## src/rtl/dmem_if_pkg.sv

```systemverilog
// rtl/dmem_if_pkg.sv - funct3 size codes, FSM states and lane constants for dmem_if
package dmem_if_pkg;

  localparam logic [2:0] INST_BYTE        = 3'b000;
  localparam logic [2:0] INST_HALF_WORD   = 3'b001;
  localparam logic [2:0] INST_WORD        = 3'b010;
  localparam logic [2:0] INST_BYTE_U      = 3'b100;
  localparam logic [2:0] INST_HALF_WORD_U = 3'b101;

  localparam int BYTE_WIDTH = 8;

  typedef enum logic [1:0] {
    DMEM_IDLE   = 2'd0,
    DMEM_REQ    = 2'd1,
    DMEM_WAIT_R = 2'd2,
    DMEM_RESP   = 2'd3
  } dmem_state_e;

endpackage

```

## src/rtl/dmem_lane_align.sv

```systemverilog
// rtl/dmem_lane_align.sv - byte enables, misalign detect and lane shifts for a 4-lane bus
module dmem_lane_align
  import dmem_if_pkg::*;
#(
  parameter int DATA_WIDTH = 32
) (
  input  logic [2:0]            funct3_i,
  input  logic [1:0]            addr_off_i,
  input  logic [1:0]            rd_off_i,
  input  logic [DATA_WIDTH-1:0] wdata_i,
  input  logic [DATA_WIDTH-1:0] rdata_i,
  output logic [3:0]            be_o,
  output logic                  misalign_o,
  output logic [DATA_WIDTH-1:0] wdata_o,
  output logic [DATA_WIDTH-1:0] rdata_o
);

  always_comb begin
    be_o       = 4'b0000;
    misalign_o = 1'b0;
    case (funct3_i)
      INST_BYTE, INST_BYTE_U: be_o = 4'b0001 << addr_off_i;
      INST_HALF_WORD, INST_HALF_WORD_U: begin
        be_o       = 4'b0011 << addr_off_i;
        misalign_o = addr_off_i[0];
      end
      INST_WORD: begin
        be_o       = 4'b1111;
        misalign_o = |addr_off_i;
      end
      default: misalign_o = 1'b1;
    endcase
  end

  // Read data is returned with the addressed byte in [7:0]; extension is done upstream.
  assign wdata_o = wdata_i << (BYTE_WIDTH * int'(addr_off_i));
  assign rdata_o = rdata_i >> (BYTE_WIDTH * int'(rd_off_i));

endmodule

```

## src/rtl/dmem_if.sv

```systemverilog
// rtl/dmem_if.sv - MEM-stage data-memory bus interface with req/gnt/rvalid handshake and timeout
module dmem_if
  import dmem_if_pkg::*;
#(
  parameter int ADDR_WIDTH     = 32,
  parameter int DATA_WIDTH     = 32,
  parameter int TIMEOUT_CYCLES = 15
) (
  input  logic                  clk,
  input  logic                  rst_n,
  input  logic                  wmem_en_i,
  input  logic                  rmem_en_i,
  input  logic [2:0]            funct3_i,
  input  logic [ADDR_WIDTH-1:0] mem_addr_i,
  input  logic [DATA_WIDTH-1:0] mem_data_i,
  input  logic                  hold_i,
  output logic [DATA_WIDTH-1:0] rdata_o,
  output logic                  stall_o,
  output logic                  misalign_o,
  output logic                  bus_err_o,
  output logic                  bus_req_o,
  output logic                  bus_we_o,
  output logic [ADDR_WIDTH-1:0] bus_addr_o,
  output logic [3:0]            bus_be_o,
  output logic [DATA_WIDTH-1:0] bus_wdata_o,
  input  logic                  bus_gnt_i,
  input  logic                  bus_rvalid_i,
  input  logic [DATA_WIDTH-1:0] bus_rdata_i
);

  localparam int CNT_W = $clog2(TIMEOUT_CYCLES + 1);

  dmem_state_e           state_q, state_d;
  logic [CNT_W-1:0]      cnt_q, cnt_d;
  logic [ADDR_WIDTH-1:0] addr_q, addr_d;
  logic [1:0]            off_q, off_d;
  logic [3:0]            be_q, be_d;
  logic [DATA_WIDTH-1:0] wdata_q, wdata_d;
  logic                  we_q, we_d;
  logic [DATA_WIDTH-1:0] rdata_q, rdata_d;
  logic                  misalign_q, misalign_d;
  logic                  bus_err_q, bus_err_d;

  logic                  access;
  logic                  timeout;
  logic [3:0]            lane_be;
  logic                  lane_misalign;
  logic [DATA_WIDTH-1:0] lane_wdata;
  logic [DATA_WIDTH-1:0] lane_rdata;

  assign access  = wmem_en_i | rmem_en_i;
  assign timeout = (cnt_q == CNT_W'(TIMEOUT_CYCLES - 1));

  dmem_lane_align #(
    .DATA_WIDTH(DATA_WIDTH)
  ) u_lane_align (
    .funct3_i  (funct3_i),
    .addr_off_i(mem_addr_i[1:0]),
    .rd_off_i  (off_q),
    .wdata_i   (mem_data_i),
    .rdata_i   (bus_rdata_i),
    .be_o      (lane_be),
    .misalign_o(lane_misalign),
    .wdata_o   (lane_wdata),
    .rdata_o   (lane_rdata)
  );

  always_comb begin
    state_d    = state_q;
    cnt_d      = cnt_q;
    addr_d     = addr_q;
    off_d      = off_q;
    be_d       = be_q;
    wdata_d    = wdata_q;
    we_d       = we_q;
    rdata_d    = rdata_q;
    misalign_d = 1'b0;
    bus_err_d  = 1'b0;
    stall_o    = 1'b0;
    bus_req_o  = 1'b0;
    case (state_q)
      DMEM_IDLE: begin
        stall_o = access;
        if (access && lane_misalign) begin
          misalign_d = 1'b1;
          rdata_d    = '0;
          state_d    = DMEM_RESP;
        end else if (access) begin
          addr_d  = {mem_addr_i[ADDR_WIDTH-1:2], 2'b00};
          off_d   = mem_addr_i[1:0];
          be_d    = lane_be;
          wdata_d = lane_wdata;
          we_d    = wmem_en_i;
          cnt_d   = '0;
          state_d = DMEM_REQ;
        end
      end
      DMEM_REQ: begin
        stall_o   = 1'b1;
        bus_req_o = 1'b1;
        cnt_d     = cnt_q + CNT_W'(1);
        // A grant on the last allowed cycle still completes the access.
        if (bus_gnt_i) begin
          state_d = we_q ? DMEM_RESP : DMEM_WAIT_R;
        end else if (timeout) begin
          bus_err_d = 1'b1;
          rdata_d   = '0;
          state_d   = DMEM_RESP;
        end
      end
      DMEM_WAIT_R: begin
        stall_o = 1'b1;
        cnt_d   = cnt_q + CNT_W'(1);
        if (bus_rvalid_i) begin
          rdata_d = lane_rdata;
          state_d = DMEM_RESP;
        end else if (timeout) begin
          bus_err_d = 1'b1;
          rdata_d   = '0;
          state_d   = DMEM_RESP;
        end
      end
      DMEM_RESP: begin
        if (!hold_i) state_d = DMEM_IDLE;
      end
      default: state_d = DMEM_IDLE;
    endcase
  end

  always_ff @(posedge clk) begin
    if (!rst_n) begin
      state_q    <= DMEM_IDLE;
      cnt_q      <= '0;
      addr_q     <= '0;
      off_q      <= '0;
      be_q       <= '0;
      wdata_q    <= '0;
      we_q       <= 1'b0;
      rdata_q    <= '0;
      misalign_q <= 1'b0;
      bus_err_q  <= 1'b0;
    end else begin
      state_q    <= state_d;
      cnt_q      <= cnt_d;
      addr_q     <= addr_d;
      off_q      <= off_d;
      be_q       <= be_d;
      wdata_q    <= wdata_d;
      we_q       <= we_d;
      rdata_q    <= rdata_d;
      misalign_q <= misalign_d;
      bus_err_q  <= bus_err_d;
    end
  end

  assign rdata_o     = rdata_q;
  assign misalign_o  = misalign_q;
  assign bus_err_o   = bus_err_q;
  assign bus_we_o    = we_q;
  assign bus_addr_o  = addr_q;
  assign bus_be_o    = be_q;
  assign bus_wdata_o = wdata_q;

endmodule

```

## config.mk

```make
export PLATFORM = sky130hd
export DESIGN_NAME = dmem_if
export DESIGN_NICKNAME = d
export VERILOG_FILES = /design/src/rtl/dmem_if_pkg.sv /design/src/rtl/dmem_lane_align.sv /design/src/rtl/dmem_if.sv
export SDC_FILE = /design/constraint.sdc
export NUM_CORES = 1
export LEC_CHECK = 0
export ABC_AREA = 1
export CAP_MARGIN = 20
export CORE_ASPECT_RATIO = 0.9
export CORE_MARGIN = 2
export CORE_UTILIZATION = 40
export CTS_BUF_LIST = sky130_fd_sc_hd__clkbuf_8
export CTS_CLUSTER_SIZE = 24
export DETAILED_ROUTE_END_ITERATION = 6
export GPL_ROUTABILITY_DRIVEN = 1
export PLACE_DENSITY = 0.75
export SLEW_MARGIN = 40
export SYNTH_ARGS = -nofsm -noshare
export SYNTH_HDL_FRONTEND = slang
export SYNTH_HIERARCHICAL = 1
export SYNTH_SLANG_ARGS = --single-unit
```

## constraint.sdc

```tcl
create_clock -name clk -period 2.1 [get_ports clk]
set_clock_uncertainty 0.05 [all_clocks]
set_input_delay 0.42 -clock clk [delete_from_list [all_inputs] [get_ports clk]]
set_output_delay 0.42 -clock clk [all_outputs]
set_load 0.01 [all_outputs]
```

# Word level (Yosys, flattened, before mapping)
# Cells that the tools add are included.
dict set report classes {
  addsub 1
  eq_ne 14
  shifts 4
  n_mux 25
  n_bitwise 2
  reduce_logical 14
}
# operator n
set ops {}
lappend ops {{32-bit 2-to-1 mux} 4}
lappend ops {{32-bit one-hot mux with 3 select lines} 1}
lappend ops {{32-bit by 5-bit << shifter with 32-bit output} 1}
lappend ops {{32-bit by 5-bit >> shifter with 32-bit output} 1}
lappend ops {{2-bit 2-to-1 mux} 6}
lappend ops {{4-bit one-hot mux with 3 select lines} 1}
lappend ops {{2-bit != test, second input constant} 5}
lappend ops {{3-bit AND reduction} 3}
lappend ops {{4-bit 2-to-1 mux} 2}
lappend ops {{2-bit one-hot mux with 4 select lines} 1}
lappend ops {{4-bit one-hot mux with 2 select lines} 1}
lappend ops {{2-bit OR reduction} 4}
lappend ops {{3-bit equality test, second input constant} 2}
lappend ops {{1-bit 2-to-1 mux} 6}
lappend ops {{4-bit by 1-bit adder with 4-bit output, second input constant} 1}
lappend ops {{2-bit equality test, second input constant} 2}
lappend ops {{4-bit equality test, second input constant} 1}
lappend ops {{1-bit one-hot mux with 2 select lines} 2}
lappend ops {{2-bit AND reduction} 2}
lappend ops {{1-bit by 2-bit << shifter with 4-bit output, first input constant} 1}
lappend ops {{2-bit by 2-bit << shifter with 4-bit output, first input constant} 1}
lappend ops {{3-bit by 1-bit equality test with 1-bit output, second input constant} 1}
lappend ops {{3-bit by 2-bit equality test with 1-bit output, second input constant} 1}
lappend ops {{3-bit zero test} 1}
lappend ops {{other kinds (9)} 9}
dict set report totals {
  reg_bits 109
  in_bits 106
  out_inout_bits 105
  word_cells 70
}

# Longest topological paths before layout
# Gate-level depths: netlist (run 1).
dict set report depth {
  depth_word 6
  mapped_depth 13
  ltp_nobuf 11
}

# Cells and area by module
# The synthesis (run 1) kept the hierarchy.
# mod instances cells_each area_per_inst_um2 seq_area_each_um2
set modules_own_cells {}
lappend modules_own_cells {dmem_if 1 635 4556.9 2182.1}
lappend modules_own_cells {dmem_lane_align 1 250 1199.9 0.0}

# Least setup slack after synthesis (run 1)
# No wires, ideal clock.
dict set report synth_path {
  path_kind {input port to flip-flop}
  from {input port mem_addr_i[0]}
  to {register cnt_q[1]}
  setup_ns 0.129
  t_arrival_ns 1.748
  t_required_ns 1.921
  setup_slack_ns 0.173
  path_stages 9
  n_path_buf 1
  cell_sequence {buf_4 inv_4 nand2_2 nand2_1 o211ai_1 o21ai_0 nand2_1 o21ai_0 nor2_1}
}
dict set report synth_via {
  elab_chain_cells 5
}
# element line
set synth_lines {}
lappend synth_lines {{start, declared} dmem_if.sv:14} ;# input logic [ADDR_WIDTH-1:0] mem_addr_i,
lappend synth_lines {{2-bit OR reduction} dmem_lane_align.sv:29} ;# misalign_o = |addr_off_i;
lappend synth_lines {{1-bit one-hot mux with 3 select lines (*)} dmem_lane_align.sv:21} ;# case (funct3_i)
lappend synth_lines {{named net lane_misalign} dmem_if.sv:47} ;# logic lane_misalign;
lappend synth_lines {{1-bit logical AND (*)} dmem_if.sv:84} ;# if (access && lane_misalign) begin
lappend synth_lines {{2-bit != test (no source line) (*)} -}
lappend synth_lines {{3-bit AND reduction (no source line) (*)} -}
lappend synth_lines {{end signal, assigned} dmem_if.sv:144} ;# cnt_q <= cnt_d;
lappend synth_lines {{end, declared} dmem_if.sv:34} ;# logic [CNT_W-1:0] cnt_q, cnt_d;
# Mark *: on every way through the listed nets, which the timed path passes. The rest lies on a longest branch.
# A chain may end at the register's enable or synchronous reset.

# Worst setup path after layout (run 1)
dict set report layout_path {
  from {register state_q[1]}
  to {output port stall_o}
}
dict set report layout_via {
  elab_chain_cells 3
  word_cells_on_any_way 5
  classes_between {2 x eq/ne; 1 x mux; 2 x reduce/logical}
}
# element line
set layout_lines {}
lappend layout_lines {{start, declared} dmem_if.sv:33} ;# dmem_state_e state_q, state_d;
lappend layout_lines {{start signal, assigned} dmem_if.sv:143} ;# state_q <= state_d;
lappend layout_lines {{2-bit equality test or 2-bit by 1-bit equality test with 1-bit output (tied branches)} dmem_if.sv:81} ;# case (state_q)
lappend layout_lines {{2-bit OR reduction (no source line)} -}
lappend layout_lines {{1-bit one-hot mux with 2 select lines (*)} dmem_if.sv:81}
lappend layout_lines {{end, declared} dmem_if.sv:18} ;# output logic stall_o,
# Every way passes the cells marked *; elsewhere a longest branch is shown, timed or not.

==> results.toml, run 1 <==
[logic_synthesis]
synth.avg_cell_area_sq_um = 6.50
synth_xor_area_share_pct = 0.152
synth_compound_area_share_pct = 17.6
yosysUniqueCellTypes = 34
netlist_instances = 885
synth_seq_cells = 109
synth_ff_type = "dfxtp_1"
synth.cell_area_sq_mm = 0.00576
synth_edf_count = 0
async_reset_ff_share_pct = 0
synth_seq_area_share_pct = 37.9
yosys_warnings = 6
synth_top_family_by_area = "simple AND/OR/NAND/NOR gates"
synthSimpleGateAreaFrac_pct = 31.9
synth-adder-area-share_pct = 1.52
synthMuxAreaShare_pct = 0

[final_layout]
fill_cells = 1359
syn_to_final_growth_pct = 43.7
multi_input_area_sq_mm = 0.00297
drive_gt1_share_pct = 6.60
antenna_cells = 0
seq_area_sq_mm = 0.00218
stdcell_count = 1284
fin_nets = 1199

[power_and_ir_drop]
pwr-share-seq_pct = 34.6
power.density_mw_per_mm2 = 905
p_leak_nw = 3.70
internal_power_w = 0.00447
p_comb_share_pct = 48.5
p_sw_share_pct = 40.3
ir_worst_vdd_uv = 694
switching_power_w = 0.00301
clkPwrFrac_pct = 16.9

[detailed_routing]
routedWlPerCell_um = 14.3
drt_iter0_drc = 602
postRouteAntennaNets = 0
drc = 0
drtPass1Iterations = 5
wl_um = 18400
via_per_inst = 4.96
routed-via-count = 6365

[cts]
cts_tree = "built"
cts.sinks = 109
htree_levels = 3
postCtsHoldBufs = 0
cts.path.max_buffers = 2
cts_root_buf = "clkbuf_8"
clk_latency_ns = 0.39
cts_buffers = 9
clk_pin_slew_ns = 0.10

[status]
status = "completed"

[die]
dieArea_sq_mm = 0.0154
coreArea_sq_mm = 0.0141
die_x_um = 130
io_pins = 211
start_util_pct = 41.0
placementRows = 41
die_h_um = 118

[worst_setup_path]
worstPathRequired_ns = 1.63
endpoint_kind = "primary output"
worstSetupPathType = "flop to primary output"
crit_start = "state_q[1]"
r2r_start = "state_q[1]"
critPathArrivalTime_ns = 1.52
path_max_fanout = 3
cp-start-kind = "flop"

[flow_run]
maxCapViolCount = 0

[global_route]
grt_busiest_layer = "met2"
grt_max_degree = 64
grt_pass1_wl_um = 29100
grt_pass1_vias = 5855
use_met1_pct = 32.0
grt.total_usage_pct = 23.7
overflow = 0
grt_use_met3_pct = 9.55
global_route.usage.met2_pct = 35.8
antenna_found_initial = 0

[worst_hold_path]
hp-class = "input port to flop"
hold_start = "rst_n"

[sta]
fmax_mhz = 503
final-max-slew-violation-count = 0
finalCritPeriodShare_pct = 94.7
slew_headroom_pct = 64.1
period_needed_ns = 1.99
setup_tns_ns = 0
final-hold-violation-count = 0
tightestPinTransition_ns = 0.538
final-setup-viol-count = 0
rsz0062_at_grt = "no"

[placement]
portBuffers = 208
dp_hpwl_um = 13300
dp_cells = 1267
place_congestion = 0.878
[power by group through the flow]
stage | registers, W | clock network [W] | logic [W]
4_1_cts | 0.00259 | 0.00130 | 0.00362
2_1_floorplan | 0.00277 | 0 | 0.00193
3_3_place_gp | 0.00262 | 0 | 0.00358
3_5_place_dp | 0.00263 | 0 | 0.00359
6_report | 0.00259 | 0.00127 | 0.00363
5_1_grt | 0.00263 | 0.00136 | 0.00397
[kinds of logic after synthesis]
| logic type | after synthesis |
|---|---|
| and+or+nand+nor | 458 |
| AOI/OAI and AO/OA | 186 |
| buffers and inverters | 123 |
| DFF | 109 |
| adders and majority gates | 7 |
| xor gates and xnor gates | 1 |
| other | 1 |
[synthesized netlist by cell type, types with 5 or more instances]
cell type / number / area (sq um)
nand4_1: 12 / 75.1
buf_4: 8 / 60.1
nor2_1: 177 / 664
nand3_1: 31 / 155
o22ai_1: 9 / 56.3
a21oi_1: 37 / 185
buf_6: 9 / 101
nor3_1: 5 / 25.0
ha_1: 7 / 87.6
inv_1: 59 / 221
o21ai_0: 98 / 490
dfxtp_1: 109 / 2180
nand2_1: 227 / 852
o211ai_1: 19 / 143
buf_2: 19 / 95.1
clkbuf_1: 18 / 67.6
o21ai_1: 18 / 90.1
[per-stage QoR]
stage / hold WS, ns / util, % / worst slack [ns] / area (sq um) / power (W)
after global placement: 0.407 / 57.4 / -0.232 / 8070 / 0.00621
final: 0.428 / 58.8 / 0.111 / 8270 / 0.00748
after global routing: 0.406 / 58.8 / 0.00386 / 8270 / 0.00797
after detailed placement: 0.411 / 57.4 / -0.290 / 8070 / 0.00622
after CTS: 0.405 / 58.8 / 0.00731 / 8260 / 0.00751
after floorplan: 0.426 / - / 0.173 / 5760 / 0.00471
[path summary, 6_finish.rpt]
kind	to	slack (ns)	cells after the start
max	stall_o	0.11	5
min reg2reg	rdata_o[21]	0.43	2
max reg2reg	rdata_o[19]	0.34	9
min	off_q[1]	0.43	4
[area by class of cell]
class | count | share of cell area, %
Clock inverter | 6 | 0.545
Inverter | 65 | 3.04
Sequential cell | 109 | 26.4
Clock buffer | 10 | 1.66
Multi-Input combinational cell | 654 | 35.9
Tap cell | 193 | 2.92
Timing Repair Buffer | 247 | 29.5
[registers in the layout, indices dropped and copies added (netlist names)]
register	cells
bus_wdata_o	32
bus_err_o	1
state_q	2
bus_be_o	4
rdata_o	32
bus_we_o	1
bus_addr_o	30
off_q	2
cnt_q	4
misalign_o	1
[placed cells by master, fill, tap and decap left out, types with 18 or more instances in the layout]
cell and count:
a21oi_1 36, buf_4 33, clkdlybuf4s50_1 205, dfxtp_1 109, inv_1 59, nand2_1 227, nand3_1 31, nor2_1 177
o211ai_1 19, o21ai_0 98, o21ai_1 18
[worst max-delay path: stages, from the launching register on]
cell and delay [ns]:
dfxtp_1 0.34, inv_1 0.10, ha_1 0.31, inv_1 0.07
a21oi_2 0.16, buf_2 0.15
[routing by layer]
| layer | up-vias | wire (um) |
|---|---|---|
| li1 | 3242 | - |
| met1 | 2848 | 8160 |
| met2 | 254 | 8020 |
| met3 | 21 | 1920 |
| met4 | 0 | 280 |
| met5 | - | 0 |
[repair_timing]
action	CTS	global route
buffers inserted	0	1
endpoints found under the setup margin	2	10
resized for setup	7	1
pin swaps	0	1
cloned	0	0
Note: power is estimated with default switching activity, not from simulation.
==> run 2: changes to the inputs <==
- TNS_END_PERCENT: not set -> 100
==> results of run 2 <==
Same layout as run 1: the final DEF is identical, and so are final timing and power.
